<file path="config.mk">
export PLATFORM = sky130hd
export DESIGN_NAME = branch_redirect_unit_flat
export DESIGN_NICKNAME = d
export VERILOG_FILES = /design/src/rtl/branch_redirect_unit_if.sv /design/src/rtl/branch_redirect_unit.sv /design/src/flat_wrapper.sv
export SDC_FILE = /design/constraint.sdc
export NUM_CORES = 1
export LEC_CHECK = 0
export CAP_MARGIN = 20
export CORE_MARGIN = 5
export CORE_UTILIZATION = 40
export DETAILED_ROUTE_END_ITERATION = 6
export MAX_ROUTING_LAYER = met4
export SYNTH_ARGS = -nofsm -noshare
export SYNTH_HDL_FRONTEND = slang
export SYNTH_SLANG_ARGS = --single-unit
</file>
<file path="constraint.sdc">
create_clock -name clk -period 9.2 [get_ports clk]
set_input_delay 1.84 -clock clk [delete_from_list [all_inputs] [get_ports clk]]
set_output_delay 1.84 -clock clk [all_outputs]
set_load 0.01 [all_outputs]
</file>
<file path="src/rtl/branch_redirect_unit_if.sv">
// Signal bundle between the branch redirect unit and the rest of the core.
// There is no valid/ready handshake here: inputs are sampled every posedge, outputs are level signals.
interface branch_redirect_unit_if #(
  parameter int CNT_W = 32
);
  logic             stall_f;
  logic             stall_d;
  logic             stall_e;
  logic             flush_d_ext;
  logic             flush_e_ext;
  logic             pred_taken_f;
  logic [31:0]      pred_target_f;
  logic [2:0]       br_type_e;
  logic             br_taken_e;
  logic [31:0]      br_target_e;

  logic [31:0]      pc_f;
  logic [31:0]      pc_e;
  logic             redirect;
  logic [31:0]      redirect_pc;
  logic             flush_d;
  logic             flush_e;
  logic             mispred_taken;
  logic             mispred_nottaken;
  logic [CNT_W-1:0] branch_cnt;
  logic [CNT_W-1:0] mispred_cnt;

  modport master (
    output stall_f, stall_d, stall_e, flush_d_ext, flush_e_ext,
           pred_taken_f, pred_target_f, br_type_e, br_taken_e, br_target_e,
    input  pc_f, pc_e, redirect, redirect_pc, flush_d, flush_e,
           mispred_taken, mispred_nottaken, branch_cnt, mispred_cnt
  );

  modport slave (
    input  stall_f, stall_d, stall_e, flush_d_ext, flush_e_ext,
           pred_taken_f, pred_target_f, br_type_e, br_taken_e, br_target_e,
    output pc_f, pc_e, redirect, redirect_pc, flush_d, flush_e,
           mispred_taken, mispred_nottaken, branch_cnt, mispred_cnt
  );
endinterface

</file>
<file path="src/rtl/branch_redirect_unit.sv">
// Fetch PC steering plus F->D->E prediction tracking; checks predictions in EX,
// redirects fetch on mispredict and keeps saturating branch/mispredict counters.
module branch_redirect_unit #(
  parameter logic [31:0] RESET_PC = 32'h0000_0000,
  parameter int          CNT_W    = 32
) (
  input logic                   clk,
  input logic                   rst,
  branch_redirect_unit_if.slave bus
);

  logic [31:0]      r_pc_f;

  logic             r_d_valid;
  logic [31:0]      r_d_pc;
  logic             r_d_pred;
  logic [31:0]      r_d_tgt;

  logic             r_e_valid;
  logic [31:0]      r_e_pc;
  logic             r_e_pred;
  logic [31:0]      r_e_tgt;

  logic [CNT_W-1:0] r_branch_cnt;
  logic [CNT_W-1:0] r_mispred_cnt;

  logic             w_resolve;
  logic             w_is_br;
  logic             w_actual_taken;
  logic             w_mp_taken;
  logic             w_mp_nottaken;
  logic             w_tgt_wrong;
  logic             w_redirect;
  logic [31:0]      w_redirect_pc;
  logic             w_flush_d;
  logic             w_flush_e;
  logic [31:0]      w_pc_f_next;

  // EX resolution is only acted on when E holds a real instruction that is not stalled.
  assign w_resolve      = r_e_valid & ~bus.stall_e;
  assign w_is_br        = |bus.br_type_e;
  assign w_actual_taken = w_is_br & bus.br_taken_e;

  assign w_mp_nottaken  = w_resolve & w_actual_taken & ~r_e_pred;
  assign w_mp_taken     = w_resolve & r_e_pred & ~w_actual_taken;
  assign w_tgt_wrong    = w_resolve & w_actual_taken & r_e_pred
                          & (r_e_tgt != bus.br_target_e);
  assign w_redirect     = w_mp_nottaken | w_mp_taken | w_tgt_wrong;
  assign w_redirect_pc  = w_actual_taken ? bus.br_target_e : (r_e_pc + 32'd4);

  assign w_flush_d      = bus.flush_d_ext | w_redirect;
  assign w_flush_e      = bus.flush_e_ext | w_redirect;

  always_comb begin
    w_pc_f_next = r_pc_f + 32'd4;
    if (w_redirect) begin
      w_pc_f_next = w_redirect_pc;
    end else if (bus.stall_f) begin
      w_pc_f_next = r_pc_f;
    end else if (bus.pred_taken_f) begin
      w_pc_f_next = bus.pred_target_f;
    end
  end

  always_ff @(posedge clk or posedge rst) begin
    if (rst) begin
      r_pc_f <= RESET_PC;
    end else begin
      r_pc_f <= w_pc_f_next;
    end
  end

  // A flushed register keeps its pc/target; only valid and the prediction are cleared.
  always_ff @(posedge clk or posedge rst) begin
    if (rst) begin
      r_d_valid <= 1'b0;
      r_d_pc    <= 32'h0;
      r_d_pred  <= 1'b0;
      r_d_tgt   <= 32'h0;
    end else if (!bus.stall_d) begin
      if (w_flush_d) begin
        r_d_valid <= 1'b0;
        r_d_pred  <= 1'b0;
      end else begin
        r_d_valid <= 1'b1;
        r_d_pc    <= r_pc_f;
        r_d_pred  <= bus.pred_taken_f;
        r_d_tgt   <= bus.pred_target_f;
      end
    end
  end

  always_ff @(posedge clk or posedge rst) begin
    if (rst) begin
      r_e_valid <= 1'b0;
      r_e_pc    <= 32'h0;
      r_e_pred  <= 1'b0;
      r_e_tgt   <= 32'h0;
    end else if (!bus.stall_e) begin
      if (w_flush_e) begin
        r_e_valid <= 1'b0;
        r_e_pred  <= 1'b0;
      end else begin
        r_e_valid <= r_d_valid;
        r_e_pc    <= r_d_pc;
        r_e_pred  <= r_d_pred;
        r_e_tgt   <= r_d_tgt;
      end
    end
  end

  always_ff @(posedge clk or posedge rst) begin
    if (rst) begin
      r_branch_cnt  <= '0;
      r_mispred_cnt <= '0;
    end else if (w_resolve) begin
      if (w_is_br && (r_branch_cnt != '1)) begin
        r_branch_cnt <= r_branch_cnt + CNT_W'(1);
      end
      if (w_redirect && (r_mispred_cnt != '1)) begin
        r_mispred_cnt <= r_mispred_cnt + CNT_W'(1);
      end
    end
  end

  assign bus.pc_f             = r_pc_f;
  assign bus.pc_e             = r_e_pc;
  assign bus.redirect         = w_redirect;
  assign bus.redirect_pc      = w_redirect_pc;
  assign bus.flush_d          = w_flush_d;
  assign bus.flush_e          = w_flush_e;
  assign bus.mispred_taken    = w_mp_taken;
  assign bus.mispred_nottaken = w_mp_nottaken;
  assign bus.branch_cnt       = r_branch_cnt;
  assign bus.mispred_cnt      = r_mispred_cnt;

endmodule

</file>
<file path="src/flat_wrapper.sv">
// flat-port wrapper written by rule: the top's interface ports become plain ports
module branch_redirect_unit_flat 
#(
  parameter logic [31:0] RESET_PC = 32'h0000_0000,
  parameter int          CNT_W    = 32
)
  (clk, rst, bus_stall_f, bus_stall_d, bus_stall_e, bus_flush_d_ext, bus_flush_e_ext, bus_pred_taken_f, bus_pred_target_f, bus_br_type_e, bus_br_taken_e, bus_br_target_e, bus_pc_f, bus_pc_e, bus_redirect, bus_redirect_pc, bus_flush_d, bus_flush_e, bus_mispred_taken, bus_mispred_nottaken, bus_branch_cnt, bus_mispred_cnt);
  branch_redirect_unit_if #(.CNT_W(CNT_W)) bus_i ();
  input logic clk;
  input logic rst;
  input wire logic [$bits(bus_i.stall_f)-1:0] bus_stall_f;
  input wire logic [$bits(bus_i.stall_d)-1:0] bus_stall_d;
  input wire logic [$bits(bus_i.stall_e)-1:0] bus_stall_e;
  input wire logic [$bits(bus_i.flush_d_ext)-1:0] bus_flush_d_ext;
  input wire logic [$bits(bus_i.flush_e_ext)-1:0] bus_flush_e_ext;
  input wire logic [$bits(bus_i.pred_taken_f)-1:0] bus_pred_taken_f;
  input wire logic [$bits(bus_i.pred_target_f)-1:0] bus_pred_target_f;
  input wire logic [$bits(bus_i.br_type_e)-1:0] bus_br_type_e;
  input wire logic [$bits(bus_i.br_taken_e)-1:0] bus_br_taken_e;
  input wire logic [$bits(bus_i.br_target_e)-1:0] bus_br_target_e;
  output wire logic [$bits(bus_i.pc_f)-1:0] bus_pc_f;
  output wire logic [$bits(bus_i.pc_e)-1:0] bus_pc_e;
  output wire logic [$bits(bus_i.redirect)-1:0] bus_redirect;
  output wire logic [$bits(bus_i.redirect_pc)-1:0] bus_redirect_pc;
  output wire logic [$bits(bus_i.flush_d)-1:0] bus_flush_d;
  output wire logic [$bits(bus_i.flush_e)-1:0] bus_flush_e;
  output wire logic [$bits(bus_i.mispred_taken)-1:0] bus_mispred_taken;
  output wire logic [$bits(bus_i.mispred_nottaken)-1:0] bus_mispred_nottaken;
  output wire logic [$bits(bus_i.branch_cnt)-1:0] bus_branch_cnt;
  output wire logic [$bits(bus_i.mispred_cnt)-1:0] bus_mispred_cnt;
  assign bus_i.stall_f = bus_stall_f;
  assign bus_i.stall_d = bus_stall_d;
  assign bus_i.stall_e = bus_stall_e;
  assign bus_i.flush_d_ext = bus_flush_d_ext;
  assign bus_i.flush_e_ext = bus_flush_e_ext;
  assign bus_i.pred_taken_f = bus_pred_taken_f;
  assign bus_i.pred_target_f = bus_pred_target_f;
  assign bus_i.br_type_e = bus_br_type_e;
  assign bus_i.br_taken_e = bus_br_taken_e;
  assign bus_i.br_target_e = bus_br_target_e;
  assign bus_pc_f = bus_i.pc_f;
  assign bus_pc_e = bus_i.pc_e;
  assign bus_redirect = bus_i.redirect;
  assign bus_redirect_pc = bus_i.redirect_pc;
  assign bus_flush_d = bus_i.flush_d;
  assign bus_flush_e = bus_i.flush_e;
  assign bus_mispred_taken = bus_i.mispred_taken;
  assign bus_mispred_nottaken = bus_i.mispred_nottaken;
  assign bus_branch_cnt = bus_i.branch_cnt;
  assign bus_mispred_cnt = bus_i.mispred_cnt;
  branch_redirect_unit #(.RESET_PC(RESET_PC), .CNT_W(CNT_W)) u_core (.clk(clk), .rst(rst), .bus(bus_i));
endmodule
</file>
* Word-level counts from Yosys, hierarchy flattened *
Cells that the tools add are included.
Widths: inputs -> output; s select.

storage, ports and cells
  register bits = 228
  input port bits = 76
  output and inout bits = 165
  logic and storage cells = 52

operators by class
  add/subtract/negate cells = 4
  equal/unequal tests = 4
  mux-type cells = 8
  bitwise logic cells = 18
  reductions and logical operators = 7

operators by type and width
  kind                   count
  $mux 32                4
  $add 32x1->32 const B  2
  $add 32x3->32 const B  2
  $ne 32x32->1 const B   2
  $ne 32x32->1           1
  $and 1x1->1            8
  $reduce_and 2->1       4
  $not 1->1              6
  $mux 1                 4
  $or 1x1->1             4
  $reduce_or 3->1        1
  $logic_and 1x1->1      2
  $ne 2x1->1 const B     1

* Longest topological paths before layout *
  depth in word-level cells = 9
  gate-level depth with buffers = 10
  depth with buffers taken out = 7

* Worst setup path after synthesis *
No wires, ideal clock.

  kind = input to output
  start point = input port bus_br_type_e[1]
  end point = output port bus_flush_e
  arrival = 3.709 ns
  required time = 7.360 ns
  path slack = 3.651 ns
  stages on the path = 7
  cell sequence = or3_4 -> and4b_4 -> or3_1 -> o31ai_2 -> buf_2 -> buf_1 -> nand2b_1

on the way
  cells in the longest elaborated chain, start to end = 7
  elaborated cells on any way between the ends = 11

RTL lines
  element                         line                        text
  start: declaration              flat_wrapper.sv:18          input wire logic [$bits(bus_i.br_type_e)-1:0] bus_br_type_e;
  $reduce_or 3->1                 branch_redirect_unit.sv:41  assign w_is_br = |bus.br_type_e;
  $and 1x1->1                     branch_redirect_unit.sv:42  assign w_actual_taken = w_is_br & bus.br_taken_e;
  $and 1x1->1 (2 in series)       branch_redirect_unit.sv:44  assign w_mp_nottaken = w_resolve & w_actual_taken & ~r_e_pred;
  named net bus_mispred_nottaken  flat_wrapper.sv:28          output wire logic [$bits(bus_i.mispred_nottaken)-1:0] bus_mispred_nottaken;
  $or 1x1->1 (2 in series)        branch_redirect_unit.sv:48  assign w_redirect = w_mp_nottaken | w_mp_taken | w_tgt_wrong;
  $or 1x1->1                      branch_redirect_unit.sv:52  assign w_flush_e = bus.flush_e_ext | w_redirect;
  end: declaration                flat_wrapper.sv:26          output wire logic [$bits(bus_i.flush_e)-1:0] bus_flush_e;

The timed path passes the listed nets, and every way through them passes these cells.

* Worst setup path in the final report *
  start point = input port bus_br_target_e[19]
  end point = output port bus_flush_d

on the way
  cells in the longest elaborated chain, start to end = 4

RTL lines
  element             line                        text
  start: declaration  flat_wrapper.sv:20          input wire logic [$bits(bus_i.br_target_e)-1:0] bus_br_target_e;
  $ne 32x32->1        branch_redirect_unit.sv:47  & (r_e_tgt != bus.br_target_e);
  $and 1x1->1         branch_redirect_unit.sv:47
  $or 1x1->1          branch_redirect_unit.sv:48
  $or 1x1->1          branch_redirect_unit.sv:51  assign w_flush_d = bus.flush_d_ext | w_redirect;
  end: declaration    flat_wrapper.sv:25          output wire logic [$bits(bus_i.flush_d)-1:0] bus_flush_d;

Every way passes these cells.

==> flow_metrics.env <==
export IMPL_whs_ps=488
export IMPL_final_fill_count=2647
export IMPL_power_mw=3.47
export IMPL_place_area_um2=14500
export IMPL_seqCellArea_um2=5710
export IMPL_dp_hpwl_um=26700
export IMPL_insertion_delay_ps=530
export IMPL_wirelength_um=36700
export IMPL_rows=62
export IMPL_place_ws_ps=2700
export IMPL_grtUsageTotal=0.220
export IMPL_fin_skew_ps=18.1
export IMPL_num_vias=9421
export IMPL_grt_max_degree=95
export IMPL_drc=0
export IMPL_cts_buffers=26
export IMPL_multiInputGateArea_um2=5790
export IMPL_clock_path_buffers=3
export IMPL_period_share=0.708
export IMPL_fp_dieW_um=182
export IMPL_htreeDepth=1
export IMPL_ctsRootBufferMaster="clkbuf_16"
export IMPL_cp_end_kind="output port"
export IMPL_drt_iter0_drc=734
export IMPL_clk_pin_slew_ps=60
export IMPL_status="complete, no violations"
export IMPL_syn2layout_area_growth_pct=30.8
export IMPL_worstMarginPinSlew_ps=989
export IMPL_grt_pass1_wl_um=55900
export IMPL_post_cts_resized=0
export IMPL_start_util=0.408
export IMPL_io_buffers=240
export IMPL_ctsHoldBuffers=0
export IMPL_powerDensity_nw_per_um2=225
export IMPL_dieHeight_um=182
export IMPL_max_cap_violations=0
export IMPL_synth_main_ff_cell="dfrtp_1"
export IMPL_ir_drop_v=0.000157
export IMPL_hold_viol=0
export IMPL_ys_ff_latch=228
export IMPL_fmax_ghz=0.153
export IMPL_min_period_ps=6520
export IMPL_clock_sinks=228
export IMPL_ys_top_cells_by_area="dfrtp_1 48%, mux2_2 9.1%, mux2_4 6.2%, xnor2_1 5.1%, xor2_1 4.1%"
export IMPL_netlist_area_um2=11800
export IMPL_setup_viol=0
export IMPL_antenna_found_initial=5
export IMPL_die_area_um2=33000
export IMPL_ys_seq_area_frac=0.485
export IMPL_syn_avg_cell_area_um2=10.9
export IMPL_grt_overflow=0
export IMPL_worstPathArrival_ps=4680
export IMPL_nNetsFinal=1394
export IMPL_ant_nets=0
export IMPL_grt_pass1_vias=9273
export IMPL_timing_setup_tns_ps=0
export IMPL_slew_violations=0
export IMPL_power_leakage_nw=6.41
export IMPL_relSlewSlack=0.341
export IMPL_yosysTopAreaCell="dfrtp_1"
export IMPL_io_pins=241
export IMPL_setup_ws_ps=2680
export IMPL_cts_setup_buffers=0
export IMPL_stdcell_area_um2=15400
export IMPL_critPathKind="in2out"
export IMPL_synth_nets=1159
export IMPL_synth_cell_types=62
export IMPL_core_area_um2=28900
export IMPL_viasPerCell=5.47
export IMPL_holdCritPathClass="reg2reg"
export IMPL_synth_edf_count=0
export IMPL_routedWlPerCell_um=21.3
export IMPL_rsz0062_at_grt="no"
export IMPL_yosysTopAreaCellShare=0.485
export IMPL_gp_congestion=0.879
export IMPL_async_reset_ff_frac=1.00
export IMPL_cts_tree="built"
export IMPL_drt_first_pass_iters=5
export IMPL_synth_cells=1079
export IMPL_yosys_warnings=0
export IMPL_drive_gt1_frac=0.158
export IMPL_crit_required_ps=7360
export IMPL_start_kind="input port"
export IMPL_path_max_fanout=33
==> critical path, stage by stage <==
cell and delay (ps):
clkdlybuf4s50_1 510, xnor2_1 330, nand4_1 120, or4_1 540, o31ai_4 270, buf_4 430, nand2b_1 130, clkdlybuf4s50_1 500
==> stage by stage <==
stage	cells	utilization
floorplan	1079	-
detailed placement	1669	0.504
finish	1721	0.533
global placement	1669	0.504
global route	1721	0.533
CTS	1715	0.533
==> report_power, final <==
part | switching (mW) | internal (mW) | total, mW
registers | 0.240 | 1.21 | 1.45
logic | 0.427 | 0.566 | 0.993
clock network | 0.413 | 0.612 | 1.03
total | 1.08 | 2.39 | 3.47
==> per-layer routing <==
metal,global-route usage,wire [um],up-vias
met1,0.304,16700,4643
met2,0.327,16400,342
met4,0.0660,1160,0
met3,0.0454,2360,64
met5,-,0,-
li1,-,-,4372
==> sequential cells by signal, indices dropped and copies added, names as in the netlist <==
register	cells
u_core.r_d_pc	32
u_core.r_d_valid	1
u_core.bus.pc_e	32
u_core.bus.pc_f	32
u_core.bus.branch_cnt	32
u_core.r_d_tgt	32
u_core.r_e_pred	1
u_core.r_d_pred	1
u_core.r_e_valid	1
u_core.bus.mispred_cnt	32
u_core.r_e_tgt	32
==> placed cells by master, fill, tap and decap left out, types with 17 or more instances in the layout <==
cell type,synthesis,routed
mux2_4,49,49
nand3_1,48,48
nand4_1,51,51
nor4_1,17,17
nand2_1,60,58
xnor2_1,68,68
xor2_1,55,55
a21oi_1,51,51
clkbuf_16,0,27
dfrtp_1,228,228
mux2_2,95,95
and3_1,21,21
nor2_1,98,98
o21ai_0,19,19
nor3_1,26,26
clkdlybuf4s50_1,0,238
==> kinds of logic after synthesis <==
family	share of synthesized area
compound gates	0.0796
xor+xnor	0.0915
fa+ha+maj	0.00425
buf+inv	0.0255
flops	0.485
mux	0.158
simple gates	0.157
==> synthesized netlist by cell type, types with 3 or more instances <==
| cell type | instances |
|---|---|
| a31oi_1 | 7 |
| a21oi_1 | 51 |
| mux2_2 | 95 |
| nor4_1 | 17 |
| nand4_1 | 51 |
| nor2b_1 | 4 |
| xnor2_1 | 68 |
| xor2_1 | 55 |
| o211ai_1 | 8 |
| buf_2 | 9 |
| and4_1 | 6 |
| a21o_1 | 3 |
| mux2_4 | 49 |
| a32oi_1 | 3 |
| nand2b_1 | 4 |
| nand3_1 | 48 |
| clkbuf_1 | 26 |
| a211oi_1 | 5 |
| buf_6 | 6 |
| or3_1 | 4 |
| mux2i_1 | 5 |
| ha_1 | 4 |
| a22oi_1 | 7 |
| nor2_1 | 98 |
| buf_1 | 6 |
| o21a_1 | 14 |
| o21ai_0 | 19 |
| nor3_1 | 26 |
| inv_1 | 16 |
| and3_1 | 21 |
| nand4b_1 | 6 |
| and2_1 | 8 |
| nand2_1 | 60 |
| o22ai_1 | 8 |
| dfrtp_1 | 228 |
==> final cells by class <==
| type | count | share of cell area |
|---|---|---|
| Clock inverter | 4 | 0.00309 |
| Tap cell | 384 | 0.0312 |
| Inverter | 18 | 0.00488 |
| Timing Repair Buffer | 254 | 0.162 |
| Antenna cell | 5 | 0.000813 |
| Clock buffer | 42 | 0.0514 |
| Sequential cell | 228 | 0.371 |
| Multi-Input combinational cell | 786 | 0.376 |
==> path summary, 6_finish.rpt <==
path,cells past startpoint,start,to,slack (ps)
min in group asynchronous,2,rst,u_core.r_d_pc[12],1830
worst max register to register,10,u_core.r_e_valid,u_core.r_d_pc[1],4920
worst max-delay path,8,bus_br_target_e[19],bus_flush_d,2680
worst min-delay path,2,u_core.r_d_valid,u_core.r_d_valid,490
worst min register to register,2,u_core.r_d_valid,u_core.r_d_valid,490
max in group asynchronous,3,rst,u_core.bus.pc_e[23],6020
Note: power is estimated with default switching activity, not from simulation.
